### config.mk
export PLATFORM = sky130hd
export DESIGN_NAME = wb_store_queue_flat
export DESIGN_NICKNAME = d
export VERILOG_FILES = /design/src/rtl/wb_store_queue_if.sv /design/src/rtl/wb_store_queue.sv /design/src/flat_wrapper.sv
export SDC_FILE = /design/constraint.sdc
export NUM_CORES = 1
export LEC_CHECK = 0
export ABC_AREA = 1
export CAP_MARGIN = 10
export CORE_ASPECT_RATIO = 2
export CORE_MARGIN = 1.5
export CORE_UTILIZATION = 56
export CTS_BUF_LIST = sky130_fd_sc_hd__clkbuf_8
export DETAILED_ROUTE_END_ITERATION = 12
export GPL_TIMING_DRIVEN = 0
export PLACE_DENSITY_LB_ADDON = 0.1
export SLEW_MARGIN = 20
export SYNTH_ARGS = -nofsm -noshare
export SYNTH_HDL_FRONTEND = slang
export SYNTH_SLANG_ARGS = --single-unit
### constraint.sdc
create_clock -name clk -period 6.4 [get_ports clk]
set_input_delay 0.64 -clock clk [delete_from_list [all_inputs] [get_ports clk]]
set_output_delay 0.64 -clock clk [all_outputs]
set_load 0.05 [all_outputs]
### src/rtl/wb_store_queue_if.sv
// ----------------------------------------------------------------------------
// wb_store_queue_if
// Bundles every non-clock/reset signal of wb_store_queue.
//
// Signal groups:
//   push side  : wr_en, wr_addr[31:0], wr_data[63:0], wr_size[1:0]
//   status     : full, empty, count[3:0], ovf_err
//   dcache side: dc_req, dc_addr[31:0], dc_data[63:0], dc_size[1:0], dc_ack
//   forwarding : fwd_addr[31:0] (probe), fwd_hit
//   debug      : dbg_state (0 = IDLE, 1 = REQ)
//
// Modports:
//   slave  - the store queue itself
//   master - the surrounding pipeline / dcache / bench
// ----------------------------------------------------------------------------
interface wb_store_queue_if;
    logic        wr_en;
    logic [31:0] wr_addr;
    logic [63:0] wr_data;
    logic [1:0]  wr_size;

    logic        full;
    logic        empty;
    logic [3:0]  count;
    logic        ovf_err;

    logic        dc_req;
    logic [31:0] dc_addr;
    logic [63:0] dc_data;
    logic [1:0]  dc_size;
    logic        dc_ack;

    logic [31:0] fwd_addr;
    logic        fwd_hit;

    logic        dbg_state;

    modport slave (
        input  wr_en, wr_addr, wr_data, wr_size, dc_ack, fwd_addr,
        output full, empty, count, ovf_err,
        output dc_req, dc_addr, dc_data, dc_size, fwd_hit, dbg_state
    );

    modport master (
        output wr_en, wr_addr, wr_data, wr_size, dc_ack, fwd_addr,
        input  full, empty, count, ovf_err,
        input  dc_req, dc_addr, dc_data, dc_size, fwd_hit, dbg_state
    );
endinterface

### src/rtl/wb_store_queue.sv
// ----------------------------------------------------------------------------
// wb_store_queue
// Writeback store queue: buffers committed stores in a circular FIFO and
// drains them one at a time into the dcache.
//
// Ports:
//   clk  - sole clock, rising edge
//   rst  - synchronous, active-high reset; discards all entries
//   bus  - wb_store_queue_if.slave (push side, status, dcache side,
//          forwarding probe, debug state)
//
// Parameters:
//   DEPTH - number of entries, power of two in 2..8
//
// Optional feature macro:
//   WBSQ_FORWARD_EN - when defined, fwd_hit reports whether any occupied
//                     entry lies in the same 8-byte block as fwd_addr.
//                     When undefined, fwd_hit is tied low.
//
// Handshake:
//   Push: a store is accepted on a rising edge where wr_en=1 and full=0
//   (full as seen before the edge). A push while full is dropped and sets
//   the sticky ovf_err.
//   Drain: dc_req is the valid, dc_ack the ready. A write completes on a
//   rising edge with dc_req=1 and dc_ack=1; payload is held stable while
//   dc_req=1 and dc_ack=0. dc_ack while dc_req=0 has no effect.
// ----------------------------------------------------------------------------
module wb_store_queue #(
    parameter int DEPTH = 4
) (
    input logic        clk,
    input logic        rst,
    wb_store_queue_if.slave bus
);

    localparam int PW = $clog2(DEPTH);
    localparam logic [3:0] DEPTH_C = 4'(DEPTH);

    typedef enum logic {
        S_IDLE = 1'b0,
        S_REQ  = 1'b1
    } state_t;

    state_t        state;
    state_t        state_n;
    logic [PW-1:0] head;
    logic [PW-1:0] tail;
    logic [3:0]    cnt;
    logic [3:0]    cnt_n;
    logic          push_acc;
    logic          pop;
    logic          ovf_q;

    logic [31:0]   mem_addr [DEPTH];
    logic [63:0]   mem_data [DEPTH];
    logic [1:0]    mem_size [DEPTH];

    // Status comes straight from the count register.
    assign bus.full    = (cnt == DEPTH_C);
    assign bus.empty   = (cnt == 4'd0);
    assign bus.count   = cnt;
    assign bus.ovf_err = ovf_q;

    assign push_acc = bus.wr_en && !bus.full;
    assign pop      = (state == S_REQ) && bus.dc_ack;
    assign cnt_n    = cnt + {3'b000, push_acc} - {3'b000, pop};

    // ---------------- FSM: state register ----------------
    always_ff @(posedge clk) begin
        if (rst) begin
            state <= S_IDLE;
        end else begin
            state <= state_n;
        end
    end

    // ---------------- FSM: next state ----------------
    always_comb begin
        state_n = state;
        case (state)
            S_IDLE: if (cnt != 4'd0) state_n = S_REQ;
            // Stay in REQ for back-to-back drains; leave only once the
            // queue is empty after this edge (a same-edge push keeps us here).
            S_REQ:  if (pop && (cnt_n == 4'd0)) state_n = S_IDLE;
            default: state_n = S_IDLE;
        endcase
    end

    // ---------------- FSM: outputs ----------------
    always_comb begin
        bus.dc_req    = 1'b0;
        bus.dc_addr   = 32'd0;
        bus.dc_data   = 64'd0;
        bus.dc_size   = 2'd0;
        bus.dbg_state = state;
        if (state == S_REQ) begin
            bus.dc_req  = 1'b1;
            bus.dc_addr = mem_addr[head];
            bus.dc_data = mem_data[head];
            bus.dc_size = mem_size[head];
        end
    end

    // ---------------- pointers, count, error flag ----------------
    always_ff @(posedge clk) begin
        if (rst) begin
            head  <= '0;
            tail  <= '0;
            cnt   <= 4'd0;
            ovf_q <= 1'b0;
        end else begin
            // DEPTH is a power of two, so natural pointer overflow is the wrap.
            if (push_acc) tail <= tail + PW'(1);
            if (pop)      head <= head + PW'(1);
            cnt <= cnt_n;
            if (bus.wr_en && bus.full) ovf_q <= 1'b1;
        end
    end

    // ---------------- entry storage ----------------
    always_ff @(posedge clk) begin
        if (!rst && push_acc) begin
            mem_addr[tail] <= bus.wr_addr;
            mem_data[tail] <= bus.wr_data;
            mem_size[tail] <= bus.wr_size;
        end
    end

    // ---------------- store-to-load forwarding probe ----------------
`ifdef WBSQ_FORWARD_EN
    logic [PW-1:0]    slot_off;
    logic [DEPTH-1:0] occ;
    logic             unused_fwd_lo;

    // Slot i is occupied when its distance from head is below count.
    always_comb begin
        occ      = '0;
        slot_off = '0;
        for (int i = 0; i < DEPTH; i++) begin
            slot_off = PW'(i) - head;
            occ[i]   = ({{(4-PW){1'b0}}, slot_off} < cnt);
        end
    end

    always_comb begin
        bus.fwd_hit = 1'b0;
        for (int i = 0; i < DEPTH; i++) begin
            if (occ[i] && (mem_addr[i][31:3] == bus.fwd_addr[31:3])) begin
                bus.fwd_hit = 1'b1;
            end
        end
    end

    // Byte offset within the 8-byte block does not affect a match.
    assign unused_fwd_lo = ^bus.fwd_addr[2:0];
`else
    logic unused_fwd;

    assign bus.fwd_hit = 1'b0;
    assign unused_fwd  = ^bus.fwd_addr;
`endif

endmodule

### src/flat_wrapper.sv
// flat-port wrapper written by rule: the top's interface ports become plain ports
module wb_store_queue_flat 
#(
    parameter int DEPTH = 4
)
  (clk, rst, bus_wr_en, bus_wr_addr, bus_wr_data, bus_wr_size, bus_dc_ack, bus_fwd_addr, bus_full, bus_empty, bus_count, bus_ovf_err, bus_dc_req, bus_dc_addr, bus_dc_data, bus_dc_size, bus_fwd_hit, bus_dbg_state);
  wb_store_queue_if bus_i ();
  input logic clk;
  input logic rst;
  input wire logic [$bits(bus_i.wr_en)-1:0] bus_wr_en;
  input wire logic [$bits(bus_i.wr_addr)-1:0] bus_wr_addr;
  input wire logic [$bits(bus_i.wr_data)-1:0] bus_wr_data;
  input wire logic [$bits(bus_i.wr_size)-1:0] bus_wr_size;
  input wire logic [$bits(bus_i.dc_ack)-1:0] bus_dc_ack;
  input wire logic [$bits(bus_i.fwd_addr)-1:0] bus_fwd_addr;
  output wire logic [$bits(bus_i.full)-1:0] bus_full;
  output wire logic [$bits(bus_i.empty)-1:0] bus_empty;
  output wire logic [$bits(bus_i.count)-1:0] bus_count;
  output wire logic [$bits(bus_i.ovf_err)-1:0] bus_ovf_err;
  output wire logic [$bits(bus_i.dc_req)-1:0] bus_dc_req;
  output wire logic [$bits(bus_i.dc_addr)-1:0] bus_dc_addr;
  output wire logic [$bits(bus_i.dc_data)-1:0] bus_dc_data;
  output wire logic [$bits(bus_i.dc_size)-1:0] bus_dc_size;
  output wire logic [$bits(bus_i.fwd_hit)-1:0] bus_fwd_hit;
  output wire logic [$bits(bus_i.dbg_state)-1:0] bus_dbg_state;
  assign bus_i.wr_en = bus_wr_en;
  assign bus_i.wr_addr = bus_wr_addr;
  assign bus_i.wr_data = bus_wr_data;
  assign bus_i.wr_size = bus_wr_size;
  assign bus_i.dc_ack = bus_dc_ack;
  assign bus_i.fwd_addr = bus_fwd_addr;
  assign bus_full = bus_i.full;
  assign bus_empty = bus_i.empty;
  assign bus_count = bus_i.count;
  assign bus_ovf_err = bus_i.ovf_err;
  assign bus_dc_req = bus_i.dc_req;
  assign bus_dc_addr = bus_i.dc_addr;
  assign bus_dc_data = bus_i.dc_data;
  assign bus_dc_size = bus_i.dc_size;
  assign bus_fwd_hit = bus_i.fwd_hit;
  assign bus_dbg_state = bus_i.dbg_state;
  wb_store_queue #(.DEPTH(DEPTH)) u_core (.clk(clk), .rst(rst), .bus(bus_i));
endmodule
==> impl_metrics.json, run 1 <==
{
  "comb_power_share": 0.349,
  "crit_type": "flip-flop to output port",
  "syn_area_um2": 15800,
  "r2r_cells": 9,
  "power_mw": 7.45,
  "drv_cap": 0,
  "cts.clk_slew.worst_paths_ps": 70,
  "cts_setup_buffers": 0,
  "relSlewSlack": 0.492,
  "p_int_mw": 4.72,
  "netlist.area_leader.share": 0.744,
  "drtIter0Drc": 687,
  "final.min_clock_period_ps": 3680,
  "critPathLaunchType": "flip-flop",
  "place_hpwl_um": 25100,
  "syn_avg_cell_area_um2": 12.6,
  "ant_nets": 0,
  "ys_ff_latch": 404,
  "seq_power_share": 0.419,
  "outcome": "finished, final reports clean",
  "timing.setup.tns_ps": 0,
  "first_pass_iters": 5,
  "tightest_slew_ps": 761,
  "antenna_found_initial": 6,
  "grt_max_degree": 24,
  "ioPinCount": 242,
  "hold_violations": 0,
  "seq_area_um2": 12000,
  "clk_latency_ps": 600,
  "setup_violations": 0,
  "p_switching_mw": 2.73,
  "route.detailed.drc": 0,
  "grt_usage": 0.255,
  "dieArea_um2": 29300,
  "ctsRootBufferMaster": "clkbuf_8",
  "synth-seq-area-share": 0.759,
  "synth-main-ff-cell": "edfxtp_1",
  "hold_slack_ps": 456,
  "crit_path_end_kind": "output port",
  "drive_gt1_frac": 0.0872,
  "syn-instance-count": 1252,
  "cts_tree": "built",
  "postLayoutCoreUtil": 0.716,
  "synth_area_leader_cell": "edfxtp_1",
  "nets": 1677,
  "p_clk_frac": 0.233,
  "ys_types": 19,
  "synth_warnings": 0,
  "arrival_ps": 3040,
  "hold_path_depth": 2,
  "timing.fmax_mhz": 272,
  "grt_pass1_wl_um": 55500,
  "ir_drop_v": 0.000295,
  "drt-total-wl_um": 37600,
  "multi_input_area_um2": 3310,
  "grt_pass1_vias": 10600,
  "netlist_top_cells_count": "nor2_1 (406), edfxtp_1 (392), o21ai_0 (186), a21oi_1 (104), clkbuf_1 (28)",
  "fin_crit_sh": 0.575,
  "port_buffers": 208,
  "fillers": 1904,
  "vias": 10600,
  "synth_area_leaders": "edfxtp_1 (74%), nor2_1 (9.6%), o21ai_0 (5.9%)",
  "switching_share": 0.367,
  "die_h_um": 241,
  "grt_overflow": 0,
  "slew_viol_final": 0,
  "powerDensity_nw_per_um2": 376,
  "cts-buffers-inserted": 51,
  "synth-edff-count": 392,
  "syn_to_final_growth_pct": 25.1,
  "syn_nets": 1397,
  "dieWidth_um": 122,
  "synthMostInstantiatedCell": "nor2_1",
  "required_ps": 5760,
  "place_congestion": 0.803,
  "hold_class": "flip-flop to flip-flop",
  "cts_resized": 0,
  "cts_hold_buf": 0,
  "cts.htree.levels": 2,
  "clock-sinks": 404,
  "p_leak_nw": 6.85,
  "coreArea_um2": 27700,
  "cts_max_path_buffers": 3,
  "finClkSkew_ps": 26.0,
  "initial_core_util": 0.572,
  "cp_max_fo": 10,
  "vias_per_cell": 5.51,
  "rsz0062_at_grt": "no",
  "wl_per_cell_um": 19.5,
  "async_flop_share": 0,
  "core.rowCount": 86
}
-- layout make-up --
class / instances / area share
flip-flops and latches: 404 / 0.607
multi-input cells: 742 / 0.167
repair buffers: 227 / 0.129
clock buffers: 53 / 0.0369
well taps: 352 / 0.0223
plain buffers: 76 / 0.0211
clock inverters: 40 / 0.0107
inverters: 30 / 0.00569
diodes: 3 / 0.000379
-- cells by family (layout without fill, tap and decap cells) --
kind of cell,count (synthesis),in the layout,synth area share
buffers and inverters,106,426,0.0334
DFF,404,404,0.759
other,1,4,0.000237
xor gates and xnor gates,1,1,0.000554
and+or+nand+nor,425,425,0.101
AOI/OAI and AO/OA,304,304,0.0962
adders and majority gates,11,11,0.00917
-- layer usage --
metal  wire (µm)  vias up  global-route usage  part of all wire
met4        1270        6               0.119             0.034
met2       20700      371               0.479              0.55
met1       13000     5174               0.261              0.35
met5          38        -                   0            0.0010
met3        2510       83              0.0605             0.067
li1            -     4991                   -                 -
-- stage by stage --
| step | cell area, µm² | instances | worst slack [ps] |
|---|---|---|---|
| finish | 19800 | 1927 | 2720 |
| global route | 19800 | 1927 | 2580 |
| CTS | 19800 | 1924 | 2670 |
| detailed placement | 18800 | 1831 | 3300 |
| global placement | 18300 | 1812 | -3180 |
| floorplan | 15800 | 1252 | 479 |
-- power by group through the flow --
stage | clock (mW) | combinational [mW] | sequential [mW]
floorplan | 0 | 1.58 | 3.24
global placement | 0 | 2.52 | 3.21
detailed placement | 0 | 2.61 | 3.17
CTS | 1.76 | 2.62 | 3.12
global route | 1.87 | 2.76 | 3.12
finish | 1.73 | 2.60 | 3.12
-- registers in the layout (all words and copies together), names as in the netlist, named ones only --
| name | flops |
|---|---|
| u_core.mem_size | 8 |
| u_core.head | 2 |
| u_core.bus.count | 4 |
| u_core.mem_data | 256 |
| u_core.tail | 2 |
| u_core.mem_addr | 128 |
| u_core.bus.ovf_err | 1 |
| u_core.bus.dbg_state | 1 |
-- final timing paths --
check	to	start	slack [ps]
min	u_core.bus.ovf_err	u_core.bus.ovf_err	460
min reg2reg	u_core.bus.ovf_err	u_core.bus.ovf_err	460
max reg2reg	u_core.mem_data[0][0]	u_core.bus.count[3]	3810
max	bus_dc_data[22]	flip-flop	2720
-- cell usage in the layout (no fill, tap or decap), types with 2 or more instances in the layout --
master | Yosys | layout
a21oi_1 | 104 | 104
buf_12 | 0 | 8
buf_16 | 0 | 11
buf_2 | 10 | 10
buf_4 | 21 | 21
buf_6 | 3 | 3
bufinv_16 | 0 | 2
clkbuf_1 | 28 | 28
clkbuf_2 | 14 | 14
clkbuf_8 | 0 | 53
clkdlybuf4s50_1 | 0 | 208
clkinv_1 | 0 | 17
clkinv_2 | 0 | 8
dfxtp_1 | 12 | 12
diode_2 | 0 | 3
edfxtp_1 | 392 | 392
ha_1 | 10 | 10
inv_1 | 27 | 40
inv_2 | 3 | 3
nand2_1 | 13 | 13
nand3_1 | 6 | 6
nor2_1 | 406 | 402
nor2_4 | 0 | 4
o21ai_0 | 186 | 186
o21ai_1 | 14 | 14
-- worst max-delay path, stage by stage (launching register included) --
cell and delay (ps):
dfxtp_1 300, buf_4 170, inv_2 150, buf_4 240, clkbuf_2 270, o21ai_0 120, a21oi_1 310, clkdlybuf4s50_1 870
No activity file was read; power rests on OpenSTA's default activity.
==> run 2, diff against run 1 <==
==> constraint.sdc (replaced) <==
create_clock -name clk -period 3.5 [get_ports clk]
set_input_delay 0.35 -clock clk [delete_from_list [all_inputs] [get_ports clk]]
set_output_delay 0.35 -clock clk [all_outputs]
set_load 0.05 [all_outputs]
==> run 2 against run 1 <==
Non-clock buffer count up 1. Power rose by 86%. Sequential share of layout area decreased by 0.32 points. Critical path depth unchanged. Final cell count stayed put. Register-to-register slack worse by 3000 ps. Via count is 1.1% lower. Die area unchanged. Largest power group unchanged.
==> impl_metrics.json, run 2 (synthesis results as in run 1) <==
{
  "clk_latency_ps": 600,
  "powerDensity_nw_per_um2": 695,
  "p_clk_frac": 0.244,
  "wl_per_cell_um": 19.4,
  "final.min_clock_period_ps": 3400,
  "die_h_um": 241,
  "timing.fmax_mhz": 295,
  "dieArea_um2": 29300,
  "required_ps": 3150,
  "hold_violations": 0,
  "place_congestion": 0.766,
  "ant_nets": 0,
  "grt_max_degree": 25,
  "final_cell_mix": "nor2_1 (402), edfxtp_1 (392), clkdlybuf4s50_1 (208)",
  "timing.setup.tns_ps": 0,
  "top_register": "u_core.mem_data",
  "crit_path_end_kind": "output port",
  "initial_core_util": 0.572,
  "arrival_ps": 3050,
  "r2r-end": "u_core.mem_data[1][50]",
  "ctsRootBufferMaster": "clkbuf_8",
  "grt_pass1_wl_um": 56600,
  "hp-start": "bus_wr_en",
  "reg_top3": "u_core.mem_data (256), u_core.mem_addr (128), u_core.mem_size (8)",
  "ir_drop_v": 0.000917,
  "fillers": 1872,
  "vias_per_cell": 5.45,
  "core.rowCount": 86,
  "hold_slack_ps": 351,
  "setup_ws_ps": 105,
  "r2r_start": "u_core.bus.count[3]",
  "relSlewSlack": 0.578,
  "cts.clk_slew.worst_paths_ps": 60,
  "cts_resized": 0,
  "outcome": "finished, final reports clean",
  "rsz0062_at_grt": "no",
  "cp_max_fo": 10,
  "seq_area_um2": 12000,
  "cts_max_path_buffers": 3,
  "syn_to_final_growth_pct": 25.7,
  "ioPinCount": 242,
  "tightest_slew_ps": 632,
  "cts.htree.levels": 2,
  "final_common_cell": "nor2_1",
  "largest_register_ffs": 256,
  "nets": 1678,
  "p_leak_nw": 6.90,
  "drive_gt1_frac": 0.0942,
  "setup_violations": 0,
  "cts-buffers-inserted": 51,
  "r2r_setup_slack_ps": 770,
  "p_int_mw": 8.80,
  "clock-sinks": 404,
  "cts_tree": "built",
  "place_hpwl_um": 25200,
  "whs_endpoint": "u_core.bus.ovf_err",
  "multi_input_area_um2": 3310,
  "slew_viol_final": 0,
  "dieWidth_um": 122,
  "finClkSkew_ps": 12.2,
  "dp_slack_ps": 607,
  "p_switching_mw": 5.01,
  "postLayoutCoreUtil": 0.719,
  "critPathLaunchType": "flip-flop",
  "comb_power_share": 0.343,
  "cts_hold_buf": 0,
  "fin_crit_sh": 0.970,
  "hold_path_depth": 3,
  "seq_power_share": 0.412,
  "port_buffers": 208,
  "drv_cap": 0,
  "antenna_found_initial": 4,
  "hold_class": "input port to flip-flop",
  "grt_usage": 0.258,
  "crit_type": "flip-flop to output port",
  "first_pass_iters": 5,
  "vias": 10500,
  "grt_pass1_vias": 10900,
  "r2r_cells": 10,
  "drtIter0Drc": 644,
  "drt-total-wl_um": 37500,
  "switching_share": 0.363,
  "grt_overflow": 0,
  "route.detailed.drc": 0,
  "cts_setup_buffers": 0,
  "coreArea_um2": 27700
}
## run 2: cell types whose count changed in the layout (fill, tap and decap cells not counted), sizes merged
cell / before / now
diode: 3 / 4
clkinvlp: 0 / 2
buf: 53 / 54
bufinv: 2 / 4
clkbuf: 95 / 96
inv: 43 / 41
clkinv: 25 / 20
## run 2: stage by stage
step | std cells | power, mW | cell area [µm²]
6_report | 1927 | 13.8 | 19900
5_1_grt | 1926 | 14.4 | 19900
3_3_place_gp | 1812 | 10.4 | 18400
4_1_cts | 1923 | 13.9 | 19900
2_1_floorplan | 1252 | 8.80 | 15800
3_5_place_dp | 1832 | 10.6 | 18900
## run 2: worst max path at each step
stage	to	slack, ps	cells past startpoint
after floorplan	u_core.mem_addr[0][0]	-820	7
after global placement	u_core.mem_data[2][57]	-2780	4
after detailed placement	u_core.mem_data[1][45]	610	7
after CTS	bus_dc_data[28]	80	7
after global routing	bus_dc_addr[22]	20	7
final	bus_dc_data[28]	100	7
## run 2: routing by layer
metal  global-route usage  vias up  share of wire
li1                     -     4984              -
met1                0.268     5073           0.35
met2                0.489      358           0.56
met3               0.0543       91          0.062
met4                0.110        2          0.034
met5                    0        -        0.00040
## run 2: cell type report
type	instances	share of cell area
multi-input combinational	742	0.166
antenna	4	0.000503
sequential	404	0.604
tap	352	0.0221
timing repair buffer	228	0.130
clock inverter	37	0.0135
inverter	30	0.00566
clock buffer	54	0.0374
buffer	76	0.0209
## run 2: worst max-delay path: stages (launching register included)
cell	delay (ps)
dfxtp_1	300
buf_4	160
inv_2	150
buf_4	240
clkbuf_2	260
o21ai_0	130
a21oi_1	330
clkdlybuf4s50_1	870
## run 2: power by group through the flow
stage	Sequential, mW	Clock (mW)	Combinational (mW)
floorplan	5.90	0	2.89
global placement	5.84	0	4.61
detailed placement	5.80	0	4.76
CTS	5.70	3.41	4.78
global route	5.72	3.60	5.05
finish	5.70	3.37	4.74
==> run 3, diff against run 2 <==
--- a/config.mk
+++ b/config.mk
@@ -11,6 +11,7 @@
 export CORE_MARGIN = 1.5
 export CORE_UTILIZATION = 56
 export CTS_BUF_LIST = sky130_fd_sc_hd__clkbuf_8
+export CTS_CLUSTER_DIAMETER = 100
 export DETAILED_ROUTE_END_ITERATION = 12
 export GPL_TIMING_DRIVEN = 0
 export PLACE_DENSITY_LB_ADDON = 0.1
==> results of run 3 <==
No change in the layout: final DEF, timing and power equal those of run 2.
